[config.mk]
export PLATFORM = sky130hd
export DESIGN_NAME = instr_encoder_loader
export DESIGN_NICKNAME = d
export VERILOG_FILES = /design/src/rtl/instr_encoder_loader.sv
export SDC_FILE = /design/constraint.sdc
export NUM_CORES = 1
export LEC_CHECK = 0
export ABC_AREA = 1
export CAP_MARGIN = 15
export CORE_AREA = 10 10 86 118
export DETAILED_ROUTE_END_ITERATION = 10
export DIE_AREA = 0 0 96 128
export PLACE_DENSITY = 0.88
export SLEW_MARGIN = 20
export SYNTH_ARGS = -nofsm -noshare
export SYNTH_HDL_FRONTEND = slang
export SYNTH_SLANG_ARGS = --single-unit
[constraint.sdc]
create_clock -name clk -period 1.95 [get_ports clk]
set_input_delay 0.2925 -clock clk [delete_from_list [all_inputs] [get_ports clk]]
set_output_delay 0.2925 -clock clk [all_outputs]
set_load 0.02 [all_outputs]
[src/rtl/instr_encoder_loader.sv]
// Packs symbolic LEGv8 instruction fields into 32-bit machine words and writes
// them sequentially into instruction memory, one word per accepted beat.
module instr_encoder_loader #(
    parameter int ADDR_W    = 10,
    parameter int DEPTH     = 256,
    parameter int BASE_ADDR = 0
) (
    input  logic                       clk,
    input  logic                       reset_n,
    input  logic                       start,
    input  logic                       in_valid,
    output logic                       in_ready,
    input  logic [3:0]                 in_op,
    input  logic [4:0]                 in_rd,
    input  logic [4:0]                 in_rn,
    input  logic [4:0]                 in_rm,
    input  logic [25:0]                in_imm,
    input  logic                       in_last,
    output logic                       imem_we,
    output logic [ADDR_W-1:0]          imem_addr,
    output logic [31:0]                imem_wdata,
    output logic [$clog2(DEPTH+1)-1:0] count,
    output logic                       done,
    output logic                       full,
    output logic                       err
);

    localparam int CW      = $clog2(DEPTH + 1);
    localparam int NUM_OPS = 11;

    localparam int OP_ADDI = 0;
    localparam int OP_ADDS = 1;
    localparam int OP_B    = 2;
    localparam int OP_BLT  = 3;
    localparam int OP_CBZ  = 4;
    localparam int OP_LDUR = 5;
    localparam int OP_LSL  = 6;
    localparam int OP_LSR  = 7;
    localparam int OP_MUL  = 8;
    localparam int OP_STUR = 9;
    localparam int OP_SUBS = 10;

    typedef enum logic [1:0] {
        S_IDLE,
        S_LOAD,
        S_DONE
    } state_t;

    state_t              state_reg, state_next;
    logic [CW-1:0]       count_reg, count_next;
    logic [ADDR_W-1:0]   wptr_reg, wptr_next;
    logic                we_reg, we_next;
    logic [ADDR_W-1:0]   addr_reg, addr_next;
    logic [31:0]         wdata_reg, wdata_next;
    logic                err_reg, err_next;

    logic [NUM_OPS-1:0]  op_hit;
    logic                fits_u12, fits_u6, fits_s9, fits_s19;
    logic [31:0]         enc_word;
    logic                enc_legal;
    logic                full_w;
    logic                accept;

    // One-hot opcode decode; codes 11..15 leave every bit low and are rejected.
    genvar gi;
    generate
        for (gi = 0; gi < NUM_OPS; gi++) begin : g_op
            assign op_hit[gi] = (in_op == 4'(gi));
        end
    endgenerate

    // Immediate range checks on the 26-bit two's-complement field.
    assign fits_u12 = (in_imm[25:12] == 14'd0);
    assign fits_u6  = (in_imm[25:6] == 20'd0);
    assign fits_s9  = (in_imm[25:8] == {18{in_imm[8]}});
    assign fits_s19 = (in_imm[25:18] == {8{in_imm[18]}});

    always_comb begin
        enc_word  = 32'd0;
        enc_legal = 1'b0;
        if (op_hit[OP_ADDI]) begin
            enc_word  = {10'b1001000100, in_imm[11:0], in_rn, in_rd};
            enc_legal = fits_u12;
        end
        if (op_hit[OP_ADDS]) begin
            enc_word  = {11'b10101011000, in_rm, 6'd0, in_rn, in_rd};
            enc_legal = 1'b1;
        end
        if (op_hit[OP_SUBS]) begin
            enc_word  = {11'b11101011000, in_rm, 6'd0, in_rn, in_rd};
            enc_legal = 1'b1;
        end
        if (op_hit[OP_MUL]) begin
            enc_word  = {11'b10011011000, in_rm, 6'b011111, in_rn, in_rd};
            enc_legal = 1'b1;
        end
        if (op_hit[OP_LSL]) begin
            enc_word  = {11'b11010011011, 5'd0, in_imm[5:0], in_rn, in_rd};
            enc_legal = fits_u6;
        end
        if (op_hit[OP_LSR]) begin
            enc_word  = {11'b11010011010, 5'd0, in_imm[5:0], in_rn, in_rd};
            enc_legal = fits_u6;
        end
        if (op_hit[OP_LDUR]) begin
            enc_word  = {11'b11111000010, in_imm[8:0], 2'b00, in_rn, in_rd};
            enc_legal = fits_s9;
        end
        if (op_hit[OP_STUR]) begin
            enc_word  = {11'b11111000000, in_imm[8:0], 2'b00, in_rn, in_rd};
            enc_legal = fits_s9;
        end
        if (op_hit[OP_B]) begin
            enc_word  = {6'b000101, in_imm};
            enc_legal = 1'b1;
        end
        if (op_hit[OP_CBZ]) begin
            enc_word  = {8'b10110100, in_imm[18:0], in_rd};
            enc_legal = fits_s19;
        end
        if (op_hit[OP_BLT]) begin
            // B.cond with the LT condition code hard-wired into the low field.
            enc_word  = {8'b01010100, in_imm[18:0], 5'b01011};
            enc_legal = fits_s19;
        end
    end

    assign full_w   = (count_reg == CW'(DEPTH));
    assign in_ready = (state_reg == S_LOAD) && !full_w;
    assign accept   = in_valid && in_ready;

    always_comb begin
        state_next = state_reg;
        count_next = count_reg;
        wptr_next  = wptr_reg;
        we_next    = 1'b0;
        addr_next  = addr_reg;
        wdata_next = wdata_reg;
        err_next   = 1'b0;
        case (state_reg)
            S_IDLE, S_DONE: begin
                if (start) begin
                    state_next = S_LOAD;
                    count_next = '0;
                    wptr_next  = ADDR_W'(BASE_ADDR);
                end
            end
            S_LOAD: begin
                if (accept) begin
                    if (enc_legal) begin
                        we_next    = 1'b1;
                        addr_next  = wptr_reg;
                        wdata_next = enc_word;
                        count_next = count_reg + CW'(1);
                        wptr_next  = wptr_reg + ADDR_W'(4);
                        if (in_last || (count_reg == CW'(DEPTH - 1))) begin
                            state_next = S_DONE;
                        end
                    end else begin
                        // Rejected beats are consumed but leave count and pointer alone.
                        err_next = 1'b1;
                        if (in_last) begin
                            state_next = S_DONE;
                        end
                    end
                end
            end
            default: begin
                state_next = S_IDLE;
            end
        endcase
    end

    always_ff @(posedge clk or negedge reset_n) begin
        if (!reset_n) begin
            state_reg <= S_IDLE;
            count_reg <= '0;
            wptr_reg  <= ADDR_W'(BASE_ADDR);
            we_reg    <= 1'b0;
            addr_reg  <= '0;
            wdata_reg <= 32'd0;
            err_reg   <= 1'b0;
        end else begin
            state_reg <= state_next;
            count_reg <= count_next;
            wptr_reg  <= wptr_next;
            we_reg    <= we_next;
            addr_reg  <= addr_next;
            wdata_reg <= wdata_next;
            err_reg   <= err_next;
        end
    end

    assign imem_we    = we_reg;
    assign imem_addr  = addr_reg;
    assign imem_wdata = wdata_reg;
    assign count      = count_reg;
    assign done       = (state_reg == S_DONE);
    assign full       = full_w;
    assign err        = err_reg;

endmodule

* Word level (Yosys, flattened, before mapping)
Index checks and enable logic that the tools add are counted.
Storage, ports and cells: register bits 65, output and inout port bits 56, input port bits 50
Operators by class: mux-type cells 42, $add $sub $neg 2, equality and inequality tests 21, reduce and logical (&&, ||, !) cells 13
Operators by type and width (count):
- 32-bit two-way mux | 11
- 10-bit two-way mux | 3
- 9-bit two-way mux | 3
- 20-bit logical NOT | 1
- 10-bit one-hot mux with 2 select lines | 1
- 9-bit one-hot mux with 2 select lines | 1
- 17-bit == test | 1
- 1-bit two-way mux | 17
- 4-bit by 3-bit == test with 1-bit output, second input constant | 4
- 14-bit logical NOT | 1
- 4-bit == test, second input constant | 3
- 10-bit by 3-bit adder with 10-bit output, second input constant | 1
- 2-bit two-way mux | 5
- 9-bit by 1-bit adder with 9-bit output, second input constant | 1
- 9-bit by 8-bit == test with 1-bit output, second input constant | 1
- 9-bit == test, second input constant | 1
- 4-bit by 2-bit == test with 1-bit output, second input constant | 2
- 4-bit AND reduction | 2
- 7-bit == test | 1
- 2-bit inequality test, second input constant | 3
- 4-bit by 1-bit == test with 1-bit output, second input constant | 1
- 4-bit logical NOT | 1
- 2-bit one-hot mux with 2 select lines | 1
- 3-bit by 2-bit inequality test with 1-bit output, second input constant | 1
- other kinds (10) | 11

* Depth between registers and ports, before layout
depth after elaboration 15, depth in mapped cells 16

* Least setup slack after synthesis
Ideal clock, no wire load.
kind flip-flop to flip-flop, start point reg count_reg[0] (netlist: count[0]), end point reg count_reg[2] (netlist: count[2]), arrival 2.459 ns, setup time 0.118 ns, stages on the path, launching flop included 12, setup slack -0.627 ns, clock period less this slack 2.577 ns, required time 1.832 ns, cell sequence dfrtp_1 -> inv_1 -> ha_1 -> nand2_1 -> nor4_1 -> nor2_2 -> nand2_2 -> a21oi_4 -> buf_4 -> buf_4 -> nand3_1 -> nand2_1
On the way: word-level cells in the longest chain between the ends 6, elaborated cells between the ends (all ways) 10
Ends and longest elaborated chain:
- from (decl) | line 50 | logic [CW-1:0] count_reg, count_next;
- from (signal assigned) | line 185 | count_reg <= count_next;
- 9-bit == test | line 128 | assign full_w = (count_reg == CW'(DEPTH));
- named net full | line 24 | output logic full,
- 1-bit logical NOT | line 129 | assign in_ready = (state_reg == S_LOAD) && !full_w;
- 1-bit logical AND | line 129
- named net in_ready | line 12 | output logic in_ready,
- 1-bit logical AND | line 130 | assign accept = in_valid && in_ready;
- 2-bit inequality test (no source line)
- 4-bit AND reduction (no source line)
The timed path passes the listed nets, and every way through them passes these cells. The select of a mux whose other input is x is not followed. A chain may end at the register's enable or synchronous reset.

* Final worst setup path
start point in in_imm[18], end point reg wdata_reg[20] (netlist: imem_wdata[20])
On the way: word-level cells in the longest chain between the ends 13, elaborated cells between the ends (all ways) 16
Ends and longest elaborated chain:
- from (decl) | line 17 | input logic [25:0] in_imm,
- 14-bit logical NOT | line 73 | assign fits_u12 = (in_imm[25:12] == 14'd0);
- 1-bit two-way mux | line 81 | if (op_hit[OP_ADDI]) begin
- 1-bit two-way mux | line 85 | if (op_hit[OP_ADDS]) begin
- 1-bit two-way mux | line 89 | if (op_hit[OP_SUBS]) begin
- 1-bit two-way mux | line 93 | if (op_hit[OP_MUL]) begin
- 1-bit two-way mux | line 97 | if (op_hit[OP_LSL]) begin
- 1-bit two-way mux | line 101 | if (op_hit[OP_LSR]) begin
- 1-bit two-way mux | line 105 | if (op_hit[OP_LDUR]) begin
- 1-bit two-way mux | line 109 | if (op_hit[OP_STUR]) begin
- 1-bit two-way mux | line 113 | if (op_hit[OP_B]) begin
- 1-bit two-way mux | line 117 | if (op_hit[OP_CBZ]) begin
- 1-bit two-way mux (*) | line 121 | if (op_hit[OP_BLT]) begin
- 3-bit AND reduction (no source line) (*)
- to (signal assigned) | line 189 | wdata_reg <= wdata_next;
- to (decl) | line 54 | logic [31:0] wdata_reg, wdata_next;
Mark *: on every way between the ends. The rest lies on a longest branch, timed or not.

==> metrics.cfg <==
[route]
antenna_left=0
drc=0
dr.pass1.iters=6
routedWlPerCell_um=18.7
vias=4718
via_per_inst=5.79
drt_wl_total_mm=15.3
drtIter0Drc=530

[placement]
gp_congestion=1.03
place_ws_ps=-499
placed_cell_area_mm2=0.00541
dp_hpwl_mm=10.3
portBuffers=103

[yosys]
syn_avg_cell_area_um2=7.08
syn_area_mm2=0.00382
synth_cell_types=36
synth-adder-area-share=0.0196
yosysTopAreaCellShare=0.399
synthArstFlopShare=1.00
synth-compound-area-share=0.144
syn_inst=540
synth_top_family_by_area=simple AND/OR/NAND/NOR gates
synth.largest_area_cell=dfrtp_1
synth.area.mux_share=0
yosysWarnings=0
ys_ff_latch=61
synth-main-ff-cell=dfrtp_1
yosys-top-cells-count=201 x nand2_1, 61 x dfrtp_1, 43 x inv_1, 37 x nor2_1
synth_edf_count=0
synthSimpleGateAreaFrac=0.336
synthTopCellsByArea=dfrtp_1 40%, nand2_1 20%, nand3_1 4.6%, o21ai_0 4.6%, inv_1 4.2%
synth_xor_xnor_area_share=0.0137
synth.most_common_cell=nand2_1
seq_area_frac_synth=0.399

[power_and_ir_drop]
peakVddDrop_uv=989
p_leak_nw=3.00
cellPowerDensity_mw_per_mm2=1080

[run_status]
outcome=complete, but fails checks
violations=negative setup slack

[clock_network]
cts_tree=done
clk_pin_slew_ps=50
clockBufferDepth=2
cts_inserted_buffers=9
cts_root_buffer=clkbuf_16
clkLatencyLatePin_ps=340
clock_sinks=61
htree_levels=3

[job]
maxCapViolCount=0

[die]
die_w_um=96
rows=39
start_util=0.478
die_area_mm2=0.0123
die_h_um=128
core_area_mm2=0.00800
io_pins=106

[worst_setup_path]
r2r-start=count[3]
cp-startpoint=in_imm[18]
crit_slowest_cell=o21ai_1
path_cells=clkdlybuf4s15_1 > buf_4 > nor2_1 > nand3_1 > o21ai_1 > nand3_1 > nand2_1 > inv_2 > nand2_2 > nand2_2 > nor2_4 > buf_12 > buf_12 > buf_12 > nand2_1 > nand2_1
cp.required_ps=2220
path_buf_inv=6
end_kind=register
slowest_delay_ps=240
worstPathMaxFanout=8
critical_path_class=in2reg
rrSetupSlack_ps=120
worstPathArrival_ps=2240
cp_top_family=simple AND/OR/NAND/NOR gates
crit_path_start_kind=input port

[timing]
final.period_utilization=1.01
slew-limit-headroom=0.660
hold_viol=0
maxSlewViolCount=0
layout_setup_ws_ps=-21.9
tightestPinTransition_ps=506
fin_crit_ps=1970
clock_skew_ps=7.87
setup_viol=1
clock.fmax_mhz=507

[layout]
fin_nets=763
areaGrowthSynthToFinish_pct=55.8
utilization=0.744
largest_reg_flops=32
drive_gt1_frac=0.218
final_cell_area_mm2=0.00596

[worst_hold_path]
hp-start=in_imm[17]
min_path_type=in2reg

[global_route]
grtUsageTotal=0.238
grt_max_degree=62
grt_pass1_vias=4679
grt-ovfl-total=0
grt_pass1_wl_mm=23.2
antenna_found_initial=1

cells by family (layout without fill, tap and decap cells):
group,count (synthesis),count (layout)
adders and majority gates,6,6
other,1,3
buffers and inverters,70,241
AOI/OAI and AO/OA,93,93
DFF,61,61
xor gates and xnor gates,6,6
and+or+nand+nor,303,303
worst register-to-register path: stages, from the launching register on:
cell and delay, ps:
dfrtp_2 440, inv_2 90, nand3_1 110, nor4_4 310, nor2_4 80, nand2_4 90, nor2_4 60, buf_12 130
buf_12 130, buf_12 130, nand2_1 60, nand2_1 70
through the flow:
stage,total power [W],setup TNS (ps),hold slack [ps],std cells
after CTS,0.00635,0,469,810
after global routing,0.00670,-1420,402,815
final,0.00641,-21.9,379,815
after global placement,0.00459,-21930,320,789
after floorplan,0.00338,0,-3.09,541
after detailed placement,0.00470,-26080,324,789
cell usage in the layout (no fill, tap or decap), types with 8 or more instances in the layout:
cell	n
nand2_1	196
clkdlybuf4s50_1	78
buf_4	60
dfrtp_1	55
inv_1	38
nand3_1	33
o21ai_0	33
nor2_1	29
a21oi_1	15
o21ai_1	13
dlymetal6s2s_1	13
nor2_2	12
inv_2	11
clkbuf_16	10
o21ai_2	9
o22ai_1	9
nand2_2	8
power by group:
group	total [W]	switching (W)	internal [W]	leakage (nW)
Combinational	0.00293	0.00166	0.00127	2.05
Sequential	0.00188	0.000238	0.00165	0.806
Clock	0.00160	0.000578	0.00102	0.143
Total	0.00641	0.00247	0.00394	3.00
final cells by class:
class	instances	area [um2]
antenna	1	2.50
clock buffer	12	246
clock inverter	4	47.5
fill	514	2050
inverter	50	190
multi-input combinational	410	2090
sequential	61	1530
tap	102	128
timing repair buffer	175	1710
worst paths after layout:
check | endpoint | cells after the start
setup / recovery | imem_wdata[20] | 16
hold / removal | imem_wdata[22] | 3
setup reg to reg | imem_wdata[20] | 11
hold reg to reg | imem_wdata[14] | 2
max in group asynchronous | count[7] | 3
min in group asynchronous | imem_wdata[24] | 3
repair_timing:
item / in CTS / in global routing
pin swaps: 5 / 11
buffers inserted: 2 / 3
gates cloned: 2 / 1
endpoints found under the setup margin: 61 / 62
endpoints found under the hold margin: 61 / 0
hold buffers: 1 / 0
gates resized for setup: 26 / 49
layer usage:
| layer | GRT usage | vias to the layer above | part of all wire |
|---|---|---|---|
| met1 | 0.253 | 2171 | 0.34 |
| met5 | 0 | - | 0 |
| met2 | 0.412 | 359 | 0.49 |
| met4 | 0.128 | 0 | 0.063 |
| met3 | 0.0645 | 112 | 0.10 |
| li1 | - | 2076 | - |
Note: power is estimated with default switching activity, not from simulation.
